==> config.mk <==
export PLATFORM = sky130hd
export DESIGN_NAME = neuron_alu
export DESIGN_NICKNAME = d
export VERILOG_FILES = /design/src/rtl/neuron_alu_pkg.sv /design/src/rtl/neuron_alu_sat_mac.sv /design/src/rtl/neuron_alu.sv
export SDC_FILE = /design/constraint.sdc
export NUM_CORES = 1
export LEC_CHECK = 0
export CAP_MARGIN = 0
export CORE_UTILIZATION = 25
export CTS_CLUSTER_DIAMETER = 50
export DETAILED_ROUTE_END_ITERATION = 6
export GPL_ROUTABILITY_DRIVEN = 0
export PLACE_DENSITY = 0.39
export SYNTH_ARGS = -nofsm -noshare
export SYNTH_HDL_FRONTEND = slang
export SYNTH_SLANG_ARGS = --single-unit
==> constraint.sdc <==
create_clock -name clk -period 11.09 [get_ports clk]
set_input_delay 1.6635 -clock clk [delete_from_list [all_inputs] [get_ports clk]]
set_output_delay 1.6635 -clock clk [all_outputs]
set_load 0.005 [all_outputs]
==> src/rtl/neuron_alu_pkg.sv <==
// Shared definitions for the neuron ALU: FSM encoding, default widths and
// the saturation limits of the default accumulator.
package neuron_alu_pkg;

  localparam int DEF_DATA_W   = 8;
  localparam int DEF_N_INPUTS = 16;
  localparam int DEF_ACC_W    = 20;

  localparam logic signed [DEF_ACC_W-1:0] DEF_SAT_MAX = {1'b0, {(DEF_ACC_W-1){1'b1}}};
  localparam logic signed [DEF_ACC_W-1:0] DEF_SAT_MIN = {1'b1, {(DEF_ACC_W-1){1'b0}}};

  typedef enum logic [1:0] {
    IDLE  = 2'd0,
    FETCH = 2'd1,
    ACCUM = 2'd2,
    DONE  = 2'd3
  } state_t;

endpackage

==> src/rtl/neuron_alu_sat_mac.sv <==
// Combinational signed multiply-accumulate: the 2*DATA_W-bit product is
// sign-extended and added to the accumulator, clamping instead of wrapping.
module sat_mac
  import neuron_alu_pkg::*;
#(
  parameter int DATA_W = DEF_DATA_W,
  parameter int ACC_W  = DEF_ACC_W
) (
  input  logic signed [ACC_W-1:0]  acc_i,
  input  logic signed [DATA_W-1:0] weight_i,
  input  logic signed [DATA_W-1:0] operand_i,
  output logic signed [ACC_W-1:0]  sum_o
);

  localparam int PROD_W = 2 * DATA_W;
  localparam logic signed [ACC_W-1:0] SAT_MAX = {1'b0, {(ACC_W-1){1'b1}}};
  localparam logic signed [ACC_W-1:0] SAT_MIN = {1'b1, {(ACC_W-1){1'b0}}};

  logic signed [PROD_W-1:0] product;
  logic signed [ACC_W:0]    wideSum;

  // One guard bit above the accumulator exposes overflow in either direction
  always_comb begin
    product = weight_i * operand_i;
    wideSum = {acc_i[ACC_W-1], acc_i}
            + {{(ACC_W+1-PROD_W){product[PROD_W-1]}}, product};
    if (wideSum[ACC_W] != wideSum[ACC_W-1]) begin
      sum_o = wideSum[ACC_W] ? SAT_MIN : SAT_MAX;
    end else begin
      sum_o = wideSum[ACC_W-1:0];
    end
  end

endmodule

==> src/rtl/neuron_alu.sv <==
// Neuron ALU: walks an operand memory one address per AG_read request,
// accumulating weight*input with saturation, and publishes the sum once
// every N_INPUTS operands.
module neuron_alu
  import neuron_alu_pkg::*;
#(
  parameter  int DATA_W   = DEF_DATA_W,
  parameter  int N_INPUTS = DEF_N_INPUTS,
  parameter  int ACC_W    = DEF_ACC_W,
  localparam int ADDR_W   = $clog2(N_INPUTS)
) (
  input  logic                    clk,
  input  logic                    reset,
  input  logic                    AG_rst,
  input  logic                    AG_read,
  input  logic                    ALU_rst,
  input  logic                    ALU_forget,
  output logic [ADDR_W-1:0]       mem_addr,
  output logic                    mem_rd_en,
  input  logic [2*DATA_W-1:0]     mem_rdata,
  output logic signed [ACC_W-1:0] acc_out,
  output logic                    out_valid,
  output logic                    busy,
  output logic                    ag_done
);

  localparam logic [ADDR_W-1:0] LAST_ADDR = ADDR_W'(N_INPUTS - 1);

  state_t                   state_q, state_d;
  logic [ADDR_W-1:0]        addr_q, addr_d;
  logic signed [ACC_W-1:0]  acc_q, acc_d;
  logic signed [ACC_W-1:0]  accOut_q, accOut_d;
  logic                     outValid_q, outValid_d;
  logic                     agDone_q, agDone_d;

  logic signed [DATA_W-1:0] weight;
  logic signed [DATA_W-1:0] operand;
  logic signed [ACC_W-1:0]  macSum;

  assign weight  = mem_rdata[2*DATA_W-1:DATA_W];
  assign operand = mem_rdata[DATA_W-1:0];

  sat_mac #(
    .DATA_W (DATA_W),
    .ACC_W  (ACC_W)
  ) u_sat_mac (
    .acc_i     (acc_q),
    .weight_i  (weight),
    .operand_i (operand),
    .sum_o     (macSum)
  );

  // Next-state logic; ALU_rst beats AG_rst beats ALU_forget beats normal flow
  always_comb begin
    state_d    = state_q;
    addr_d     = addr_q;
    acc_d      = acc_q;
    accOut_d   = accOut_q;
    outValid_d = 1'b0;
    agDone_d   = 1'b0;
    if (ALU_rst) begin
      state_d  = IDLE;
      addr_d   = '0;
      acc_d    = '0;
      accOut_d = '0;
    end else if (AG_rst) begin
      state_d = IDLE;
      addr_d  = '0;
    end else begin
      case (state_q)
        IDLE: begin
          if (AG_read) begin
            state_d = FETCH;
          end
        end
        FETCH: begin
          state_d = ACCUM;
        end
        ACCUM: begin
          acc_d = macSum;
          if (addr_q == LAST_ADDR) begin
            addr_d  = '0;
            state_d = DONE;
          end else begin
            addr_d  = addr_q + ADDR_W'(1);
            state_d = IDLE;
          end
        end
        DONE: begin
          accOut_d   = acc_q;
          outValid_d = 1'b1;
          agDone_d   = 1'b1;
          state_d    = IDLE;
        end
        default: begin
          state_d = IDLE;
        end
      endcase
      if (ALU_forget) begin
        acc_d = '0;
      end
    end
  end

  // State and datapath registers, cleared asynchronously while reset is low
  always_ff @(posedge clk or negedge reset) begin
    if (!reset) begin
      state_q    <= IDLE;
      addr_q     <= '0;
      acc_q      <= '0;
      accOut_q   <= '0;
      outValid_q <= 1'b0;
      agDone_q   <= 1'b0;
    end else begin
      state_q    <= state_d;
      addr_q     <= addr_d;
      acc_q      <= acc_d;
      accOut_q   <= accOut_d;
      outValid_q <= outValid_d;
      agDone_q   <= agDone_d;
    end
  end

  assign mem_addr  = addr_q;
  assign mem_rd_en = (state_q == FETCH);
  assign busy      = (state_q != IDLE);
  assign acc_out   = accOut_q;
  assign out_valid = outValid_q;
  assign ag_done   = agDone_q;

endmodule

-- Word level (Yosys, flattened, before mapping)
Index checks and enable logic that the tools add are counted.
Widths: inputs -> output; s select.
- bits of input ports: 22
- logic and storage cells: 43
- bits in registers: 47
- output and inout bits: 28
- add/subtract/negate cells: 2
- muxes and demuxes: 21
- equal/unequal tests: 7
- reduce and logical (&&, ||, !) cells: 7
- $mul: 1
- operators by type and width (kind ; number):
    $mux 20 ; 9
    $add 20x16->21 ; 1
    $mul 8x8->16 ; 1
    $mux 4 ; 4
    $mux 2 ; 4
    $pmux 2 s4 ; 1
    $reduce_bool 3->1 ; 2
    $add 4x1->4 const B ; 1
    $eq 2x2->1 const B ; 2
    $eq 4x4->1 const B ; 1
    $ne 4x4->1 const B ; 1
    $reduce_and 2->1 ; 2
    $reduce_bool 2->1 ; 2
    $mux 1 ; 3
    $eq 2x1->1 const B ; 1
    $logic_not 2->1 ; 1
    $ne 2x1->1 const B ; 1
    $ne 1x1->1 ; 1

-- Longest topological paths before layout
Gate-level depths: netlist of the first run.
- depth after elaboration: 8
- depth in mapped cells: 21
- mapped depth without buffers: 19

-- Modules after synthesis
From an unflattened synthesis of the first run, not the netlist that was laid out.
- cell total of the unflattened synthesis: 545
- area, all modules: 5726.7 µm²
- modules (own cells, without submodules) (module ; cells each ; area an instance (µm²) ; instances ; seq. area each (µm²)):
    sat_mac ; 414 ; 3880.0 ; 1 ; 0.0
    neuron_alu ; 131 ; 1846.8 ; 1 ; 1176.1

-- Worst setup path after synthesis of the first run
Ideal clock, no wire load.
- path kind: input port to flip-flop
- start: in mem_rdata[0]
- end: reg acc_q[12]
- cell stages on the path: 17
- slack: 3.877 ns
- library setup time: 0.126 ns
- data required time: 10.964 ns
- arrival: 7.087 ns
- cells stage by stage: and2_1 inv_1 fa_1 inv_1 fa_1 fa_1 fa_1 fa_1 ha_1 o211a_1 o31a_1 o32a_1 o41a_4 xnor2_4 a21oi_2 buf_6 a221o_1
- cells in the longest elaborated chain, start to end: 8
- elaborated cells on any way between the ends: 9
- classes of those cells: add/sub (1); mul (1); eq/ne (1); mux (6)
- ends and longest elaborated chain (item ; line ; text):
    start, declared ; neuron_alu.sv:20 ; input logic [2*DATA_W-1:0] mem_rdata,
    $mul 8x8->16 * ; neuron_alu_sat_mac.sv:24 ; product = weight_i * operand_i;
    $add 20x16->21 * ; neuron_alu_sat_mac.sv:26 ; + {{(ACC_W+1-PROD_W){product[PROD_W-1]}}, product};
    $mux 20 / $ne 1x1->1 (equally long branches) ; neuron_alu_sat_mac.sv:28, neuron_alu_sat_mac.sv:27 ;
    $mux 20 * ; neuron_alu_sat_mac.sv:27 ; if (wideSum[ACC_W] != wideSum[ACC_W-1]) begin
    $mux 20 * ; neuron_alu.sv:70 ; case (state_q)
    $mux 20 * ; neuron_alu.sv:99 ; if (ALU_forget) begin
    $mux 20 * ; neuron_alu.sv:66 ; end else if (AG_rst) begin
    $mux 20 * ; neuron_alu.sv:61 ; if (ALU_rst) begin
    end signal, assigned ; neuron_alu.sv:110 ; acc_q <= '0;
    end signal, assigned ; neuron_alu.sv:117 ; acc_q <= acc_d;
    end, declared ; neuron_alu.sv:31 ; logic signed [ACC_W-1:0] acc_q, acc_d;
Every way passes the cells marked *; elsewhere a longest branch is shown, timed or not. The select of a mux whose other input is x is not followed.
A chain may end at the register's enable or synchronous reset.

-- Final worst setup path of the first run
- start: in mem_rdata[0]
- end: reg acc_q[3]
The elaborated chain is that of the path after synthesis.

==> results of run 1 <==
## kinds of logic after synthesis
group,count (synthesis),share of synthesized area
buffers and inverters,111,0.0771
adders and majority gates,143,0.444
AOI/OAI and AO/OA,89,0.129
muxes,2,0.00360
DFF,47,0.211
and+or+nand+nor,112,0.0995
xor gates and xnor gates,20,0.0348
## cells in the final DEF, fill, tap and decap left out, types with 9 or more instances in the layout
master,instances
sky130_fd_sc_hd__and2_1,32
sky130_fd_sc_hd__clkdlybuf4s50_1,48
sky130_fd_sc_hd__a22o_1,21
sky130_fd_sc_hd__inv_1,99
sky130_fd_sc_hd__dfrtp_1,47
sky130_fd_sc_hd__fa_1,92
sky130_fd_sc_hd__a221o_1,17
sky130_fd_sc_hd__o21ai_0,9
sky130_fd_sc_hd__a21oi_1,15
sky130_fd_sc_hd__nor2_1,19
sky130_fd_sc_hd__ha_1,49
sky130_fd_sc_hd__nand2_1,37
sky130_fd_sc_hd__xnor2_1,13
## per-layer routing
layer	wire length, um	track usage	part of all wire	vias up
li1	-	-	-	1801
met1	5820	0.161	0.44	1982
met3	261	0.0163	0.020	4
met5	0	0	0	-
met2	6950	0.222	0.53	35
met4	87	0.0170	0.0066	0
## flip-flops by register name (all words and copies together), names as in the netlist
register,flops
acc_out,20
acc_q,20
mem_addr,4
state_q,2
ag_done,1
## stage by stage
stage               area [um2]  worst slack (ns)  total power, W  hold slack, ns  cells
CTS                       6500              2.76         0.00146           0.507    852
global placement          6360              2.62         0.00130           0.481    844
detailed placement        6360              2.47         0.00130           0.482    844
floorplan                 5570              3.88         0.00102           0.472    524
finish                    6510              2.80         0.00142           0.501    852
global route              6510              2.39         0.00158           0.525    852
## final cells by class
class                   instances  area, um2  share of cell area
multi-input cells             366       3970               0.609
flip-flops and latches         47       1180               0.181
repair buffers                 51        500              0.0769
inverters                     100        375              0.0577
well taps                     280        350              0.0538
clock buffers                   5        125              0.0192
clock inverters                 3       15.0             0.00231
## power by group through the flow
stage	Clock (W)	Combinational [W]	Sequential, W
after detailed placement	0	0.00112	0.000181
after floorplan	0	0.000844	0.000179
after CTS	0.000150	0.00113	0.000178
after global routing	0.000157	0.00125	0.000178
after global placement	0	0.00112	0.000181
final	0.000146	0.00110	0.000178
## worst paths after layout
check	from	endpoint	slack, ns	cells after the start
setup / recovery	mem_rdata[0]	acc_q[3]$_DFFE_PN0P_	2.80	17
hold / removal	acc_out[1]$_DFFE_PN0P_	acc_out[1]$_DFFE_PN0P_	0.50	1
setup reg to reg	acc_q[6]$_DFFE_PN0P_	acc_q[3]$_DFFE_PN0P_	5.21	17
hold reg to reg	acc_out[1]$_DFFE_PN0P_	acc_out[1]$_DFFE_PN0P_	0.50	1
max in group asynchronous	reset	acc_out[2]$_DFFE_PN0P_	8.85	1
min in group asynchronous	reset	ag_done$_DFF_PN0_	1.57	1
==> summary.md, run 1 <==
| Metric | Value |
|---|---|
| Status | `complete, no violations` |
| Count of max-cap constraint violations | `0` |
| Async set-or-reset flop fraction in the synthesized netlist | `1.00` |
| Number of global-route vias before repair | `4,083` |
| Number of storage elements in the synthesis netlist | `47` |
| Area share of the leading cell type in the synthesized netlist | `0.331` |
| Arrival time at the worst endpoint | `8.50 ns` |
| Cell breakdown of the critical path | `clkdlybuf4s50_1 -> and2_1 -> inv_1 -> fa_1 -> inv_1 -> fa_1 -> fa_1 -> fa_1 -> fa_1 -> ha_1 -> o211a_1 -> o31a_1 -> o32a_1 -> o41a_4 -> xnor2_4 -> nor3_2 -> a221o_1` |
| Worst-Margin Slew | `between 1 and 1.5 ns` |
| Fraction of layout instances using a drive strength above 1 | `0.0367` |
| Final slew viol count | `0` |
| Most frequent cells after synthesis | `sky130_fd_sc_hd__inv_1, sky130_fd_sc_hd__fa_1, sky130_fd_sc_hd__ha_1` |
| Area of the die | `0.0229 mm2` |
| Type of the setup path with the least slack | `in2reg` |
| Largest fanout of any net on the critical path | `17` |
| Number of clock buffers inserted by TritonCTS | `5` |
| Number of antenna violations at the first check in global routing | `0` |
| Number of hold-repair buffers added at the cts stage | `0` |
| Clock tree root driver cell | `sky130_fd_sc_hd__clkbuf_16` |
| Detail-routed via count per cell | `approximately 4.5` |
| Per-cell routed wire length | `15.4 um` |
| Post-synthesis instance total | `524` |
| Critical path's most frequent cell | `sky130_fd_sc_hd__fa_1` |
| Drt drc | `0` |
| Final Util | `0.298` |
| Placeable core region | `0.0218 mm2` |
| TritonCTS clock tree | `done` |
| Final hold violation count | `0` |
| Number of enable-type register cells in the synthesized netlist | `0` |
| Required time of the critical path | `between 10 and 15 ns` |
| Post-cts sizing count | `0` |
| Library cell occupying the most area in the post-synthesis netlist | `sky130_fd_sc_hd__fa_1` |
| NetSw | `0.000694 W` |
| Total leakage power | `~3.1 nW` |
| Most frequent cell after synthesis | `sky130_fd_sc_hd__inv_1` |
| DPL Wire Length | `11,200 um` |
| Cell types occupying the most area after synthesis | `sky130_fd_sc_hd__fa_1, sky130_fd_sc_hd__dfrtp_1, sky130_fd_sc_hd__ha_1, sky130_fd_sc_hd__inv_1, sky130_fd_sc_hd__and2_1` |
| Worst-case vdd ir drop | `0.000129 V` |
| H-tree depth | `2` |
| Bufs on Longest Clock Path | `2` |
| Max stage delay cell, worst path | `sky130_fd_sc_hd__nor3_2` |
| I/O pins | `50` |
| Unique cell type count in the Yosys netlist | `48` |
| Internal cell power | `0.000731 W` |
| Most frequently used flop master after synthesis | `sky130_fd_sc_hd__dfrtp_1` |
| Std-Cell Rows | `54` |
| Area growth from synthesis to layout | `16.9%` |
| Final antenna-violating net count | `0` |
| Yosys synthesis warning count | `0` |
| Input/output buffers | `49` |
| Starting density of the core | `0.255` |
| CP Capture Type | `flip-flop` |
| Net count reported at finish | `734` |
| Family with the most delay on the worst path | `adder cells` |
| Number of inserted filler cells in the final layout | `2,284` |
| Buf+Inv Stages, Crit Path | `3` |
| Post-synth net total | `687` |
| Timing-limited maximum frequency | `121 MHz` |
| Gr ovfl total | `0` |
| Share of synthesized area occupied by flip-flops and latches | `0.211` |
| Horiz. Die Dim | `about 150 um` |
| Largest net degree at the start of global routing | `48` |
| Switching share of power | `0.487` |
| Time the final worst path needs with I/O delays and setup | `8.29 ns` |
| Clock Skew | `0.00707 ns` |
| Classification of the worst-slack hold path | `reg2reg` |
| Wire length of the first global-routing pass | `21,900 um` |
| Relative slew slack | `0.288` |
| 1st-iter DRT viols | `115` |
| Synthesized area per cell | `10.6 um2` |
| Total of endpoints with negative setup slack in the final report | `0` |
| Worst-skew pair later-pin latency | `0.29 ns` |
| Summed instance area of the synthesized netlist | `0.00557 mm2` |
| Part of the total power dissipated in combinational logic | `0.773` |
| Power per standard cell area | `219 mW/mm2` |
| Critical path startpoint category | `input port` |
| Share of power burned in the clock network | `0.103` |
| Combined global-route utilization of all metal layers | `0.124` |
| Final wirelength | `about 13,000 um` |
| Clock transition time at the flip-flop clock pins of the worst setup and hold paths | `around 0.06 ns` |
| Antenna cells | `0` |
| Number of sinks handled by clock tree synthesis | `47` |
| Share of the clock period used by the worst path after layout | `0.747` |
| Share of power burned in registers | `0.125` |
| Setup bufs post-CTS | `0` |
| Number of optimization iterations in the first detailed-route pass | `4` |
| RSZ-0062 raised after global routing | `false` |
| Accumulated negative setup slack | `0 ns` |
| Slowest Stage Delay on Critical Path | `0.86 ns` |
| Via count | `about 3,800` |
| Chip Height | `151 um` |
No activity file was read; power rests on OpenSTA's default activity.
==> run 2: changes to the inputs <==
--- a/config.mk
+++ b/config.mk
@@ -10,7 +10,7 @@
 export CTS_CLUSTER_DIAMETER = 50
 export DETAILED_ROUTE_END_ITERATION = 6
 export GPL_ROUTABILITY_DRIVEN = 0
-export PLACE_DENSITY = 0.39
+export PLACE_DENSITY = 0.41
 export SYNTH_ARGS = -nofsm -noshare
 export SYNTH_HDL_FRONTEND = slang
 export SYNTH_SLANG_ARGS = --single-unit
==> constraint.sdc (replaced) <==
create_clock -name clk -period 7 [get_ports clk]
set_input_delay 1.05 -clock clk [delete_from_list [all_inputs] [get_ports clk]]
set_output_delay 1.05 -clock clk [all_outputs]
set_load 0.005 [all_outputs]
==> summary.md, run 2 (synthesis gave the netlist of run 1 again) <==
| Metric | Value |
|---|---|
| Final wirelength | `approximately 13,000 um` |
| Per-cell routed wire length | `15.1 um` |
| Internal cell power | `approximately 0.0012 W` |
| Clock tree root driver cell | `sky130_fd_sc_hd__clkbuf_16` |
| Relative slew slack | `0.287` |
| Classification of the worst-slack hold path | `reg2reg` |
| Total leakage power | `3.27 nW` |
| Power per standard cell area | `353 mW/mm2` |
| Count of max-cap constraint violations | `0` |
| Clock Skew | `0.00458 ns` |
| Most frequent cells in the layout | `sky130_fd_sc_hd__inv_1, sky130_fd_sc_hd__fa_1, sky130_fd_sc_hd__ha_1, sky130_fd_sc_hd__clkdlybuf4s50_1, sky130_fd_sc_hd__dfrtp_1` |
| Combined global-route utilization of all metal layers | `0.126` |
| Gr ovfl total | `0` |
| Status | `complete, no violations` |
| Number of clock buffers inserted by TritonCTS | `5` |
| Placeable core region | `0.0218 mm2` |
| Chip Height | `151 um` |
| Horiz. Die Dim | `151 um` |
| Most common library cell in the layout ignoring fill and taps | `sky130_fd_sc_hd__inv_1` |
| Placed cell area | `0.00657 mm2` |
| Antenna cells | `0` |
| Detail-routed via count per cell | `4.45` |
| Time the final worst path needs with I/O delays and setup | `6.66 ns` |
| Via count | `3,897` |
| Timing-limited maximum frequency | `~150 MHz` |
| Largest fanout of any net on the critical path | `17` |
| I/O pins | `50` |
| Worst-skew pair later-pin latency | `0.28 ns` |
| TritonCTS clock tree | `done` |
| Number of global-route vias before repair | `4,279` |
| Design Area, Final | `0.00672 mm2` |
| Accumulated negative setup slack | `0 ns` |
| Net count reported at finish | `760` |
| Wire length of the first global-routing pass | `22,000 um` |
| Total of endpoints with negative setup slack in the final report | `0` |
| Type of the setup path with the least slack | `in2reg` |
| Share of power burned in the clock network | `0.093` |
| Final antenna-violating net count | `0` |
| Area growth from synthesis to layout | `20.6%` |
| Arrival time at the worst endpoint | `6.88 ns` |
| Part of the total power dissipated in combinational logic | `0.788` |
| CP Capture Type | `flip-flop` |
| Number of sinks handled by clock tree synthesis | `47` |
| DPL Wire Length | `11,500 um` |
| Fraction of layout instances using a drive strength above 1 | `0.0721` |
| Input/output buffers | `49` |
| Worst-Margin Slew | `1.07 ns` |
| Starting density of the core | `0.255` |
| Switching share of power | `0.473` |
| Final hold violation count | `0` |
| Std-Cell Rows | `54` |
| Required time of the critical path | `7.22 ns` |
| Setup bufs post-CTS | `0` |
| Largest net degree at the start of global routing | `48` |
| Drt drc | `0` |
| Number of antenna violations at the first check in global routing | `0` |
| Area of the die | `0.0229 mm2` |
| Number of optimization iterations in the first detailed-route pass | `4` |
| Critical path startpoint category | `input port` |
| RSZ-0062 raised after global routing | `false` |
| 1st-iter DRT viols | `100` |
| Clock transition time at the flip-flop clock pins of the worst setup and hold paths | `~0.060 ns` |
| Bufs on Longest Clock Path | `2` |
| Worst-case vdd ir drop | `between 0.0002 and 0.00025 V` |
| Final slew viol count | `0` |
| NetSw | `0.00112 W` |
| Share of power burned in registers | `0.119` |
| H-tree depth | `2` |
| Share of the clock period used by the worst path after layout | `0.951` |
## run 2: cell count changes in the layout (fill, tap and decap cells not counted)
cell and delta:
sky130_fd_sc_hd__clkbuf_1 +1, sky130_fd_sc_hd__nor2_1 +1, sky130_fd_sc_hd__buf_4 +25, sky130_fd_sc_hd__nor3_4 +1
sky130_fd_sc_hd__a31oi_4 +1, sky130_fd_sc_hd__nor2_2 -1, sky130_fd_sc_hd__nor3_2 -1, sky130_fd_sc_hd__clkinv_2 -3
sky130_fd_sc_hd__a31oi_2 -1, sky130_fd_sc_hd__buf_12 +1
## run 2: layout make-up
class                      count  area (um2)
inverter                     100         375
fill                        2260       15100
timing repair buffer          77         708
multi-input combinational    366        3980
sequential                    47        1180
clock buffer                   6         129
tap                          280         350
## run 2: final timing paths
check	start	endpoint	slack [ns]	cells past startpoint
max	mem_rdata[13]	acc_q[3]$_DFFE_PN0P_	0.34	16
min	acc_out[10]$_DFFE_PN0P_	acc_out[10]$_DFFE_PN0P_	0.50	1
min reg2reg	acc_out[10]$_DFFE_PN0P_	acc_out[10]$_DFFE_PN0P_	0.50	1
min in group asynchronous	reset	acc_out[14]$_DFFE_PN0P_	0.96	1
max reg2reg	acc_q[6]$_DFFE_PN0P_	acc_q[3]$_DFFE_PN0P_	1.42	17
max in group asynchronous	reset	acc_out[0]$_DFFE_PN0P_	5.38	1
## run 2: power by group through the flow
| stage | Sequential (W) | Clock, W | Combinational (W) |
|---|---|---|---|
| CTS | 0.000282 | 0.000228 | 0.00187 |
| finish | 0.000282 | 0.000221 | 0.00187 |
| global placement | 0.000287 | 0 | 0.00186 |
| global route | 0.000283 | 0.000241 | 0.00210 |
| floorplan | 0.000284 | 0 | 0.00134 |
| detailed placement | 0.000287 | 0 | 0.00185 |
## run 2: metal layers
layer  part of all wire  track usage  vias up  wire (um)
met5                  0            0        -          0
met4             0.0045       0.0165        0         60
met3              0.019       0.0175        5        256
met2               0.53        0.225       28       7000
met1               0.45        0.163     2010       5900
li1                   -            -     1854          -
## run 2: timing repair
action                                  CTS  global route
hold endpoints to repair                  0             0
hold buffers                              0             0
gates resized for setup                   0             2
endpoints found under the setup margin    0            17
## run 2: stage by stage
step,util,total power [W],hold WS [ns],setup WS (ns),cells
after floorplan,-,0.00162,0.472,0.400,524
after global placement,0.301,0.00215,0.482,-0.0505,870
after detailed placement,0.301,0.00214,0.488,-0.110,870
after CTS,0.307,0.00238,0.505,0.153,876
after global routing,0.308,0.00263,0.521,0.0194,876
final,0.308,0.00237,0.499,0.341,876
## run 2: worst max-delay path: stages
cell and delay [ns]:
sky130_fd_sc_hd__clkdlybuf4s50_1 0.63, sky130_fd_sc_hd__nand2_1 0.13, sky130_fd_sc_hd__fa_1 0.51, sky130_fd_sc_hd__fa_1 0.54, sky130_fd_sc_hd__inv_1 0.05, sky130_fd_sc_hd__fa_1 0.46
sky130_fd_sc_hd__fa_1 0.59, sky130_fd_sc_hd__fa_1 0.43, sky130_fd_sc_hd__ha_1 0.32, sky130_fd_sc_hd__o211a_1 0.21, sky130_fd_sc_hd__o31a_1 0.12, sky130_fd_sc_hd__o32a_1 0.39
sky130_fd_sc_hd__o41a_4 0.40, sky130_fd_sc_hd__xnor2_4 0.18, sky130_fd_sc_hd__a21oi_2 0.59, sky130_fd_sc_hd__a221o_1 0.26
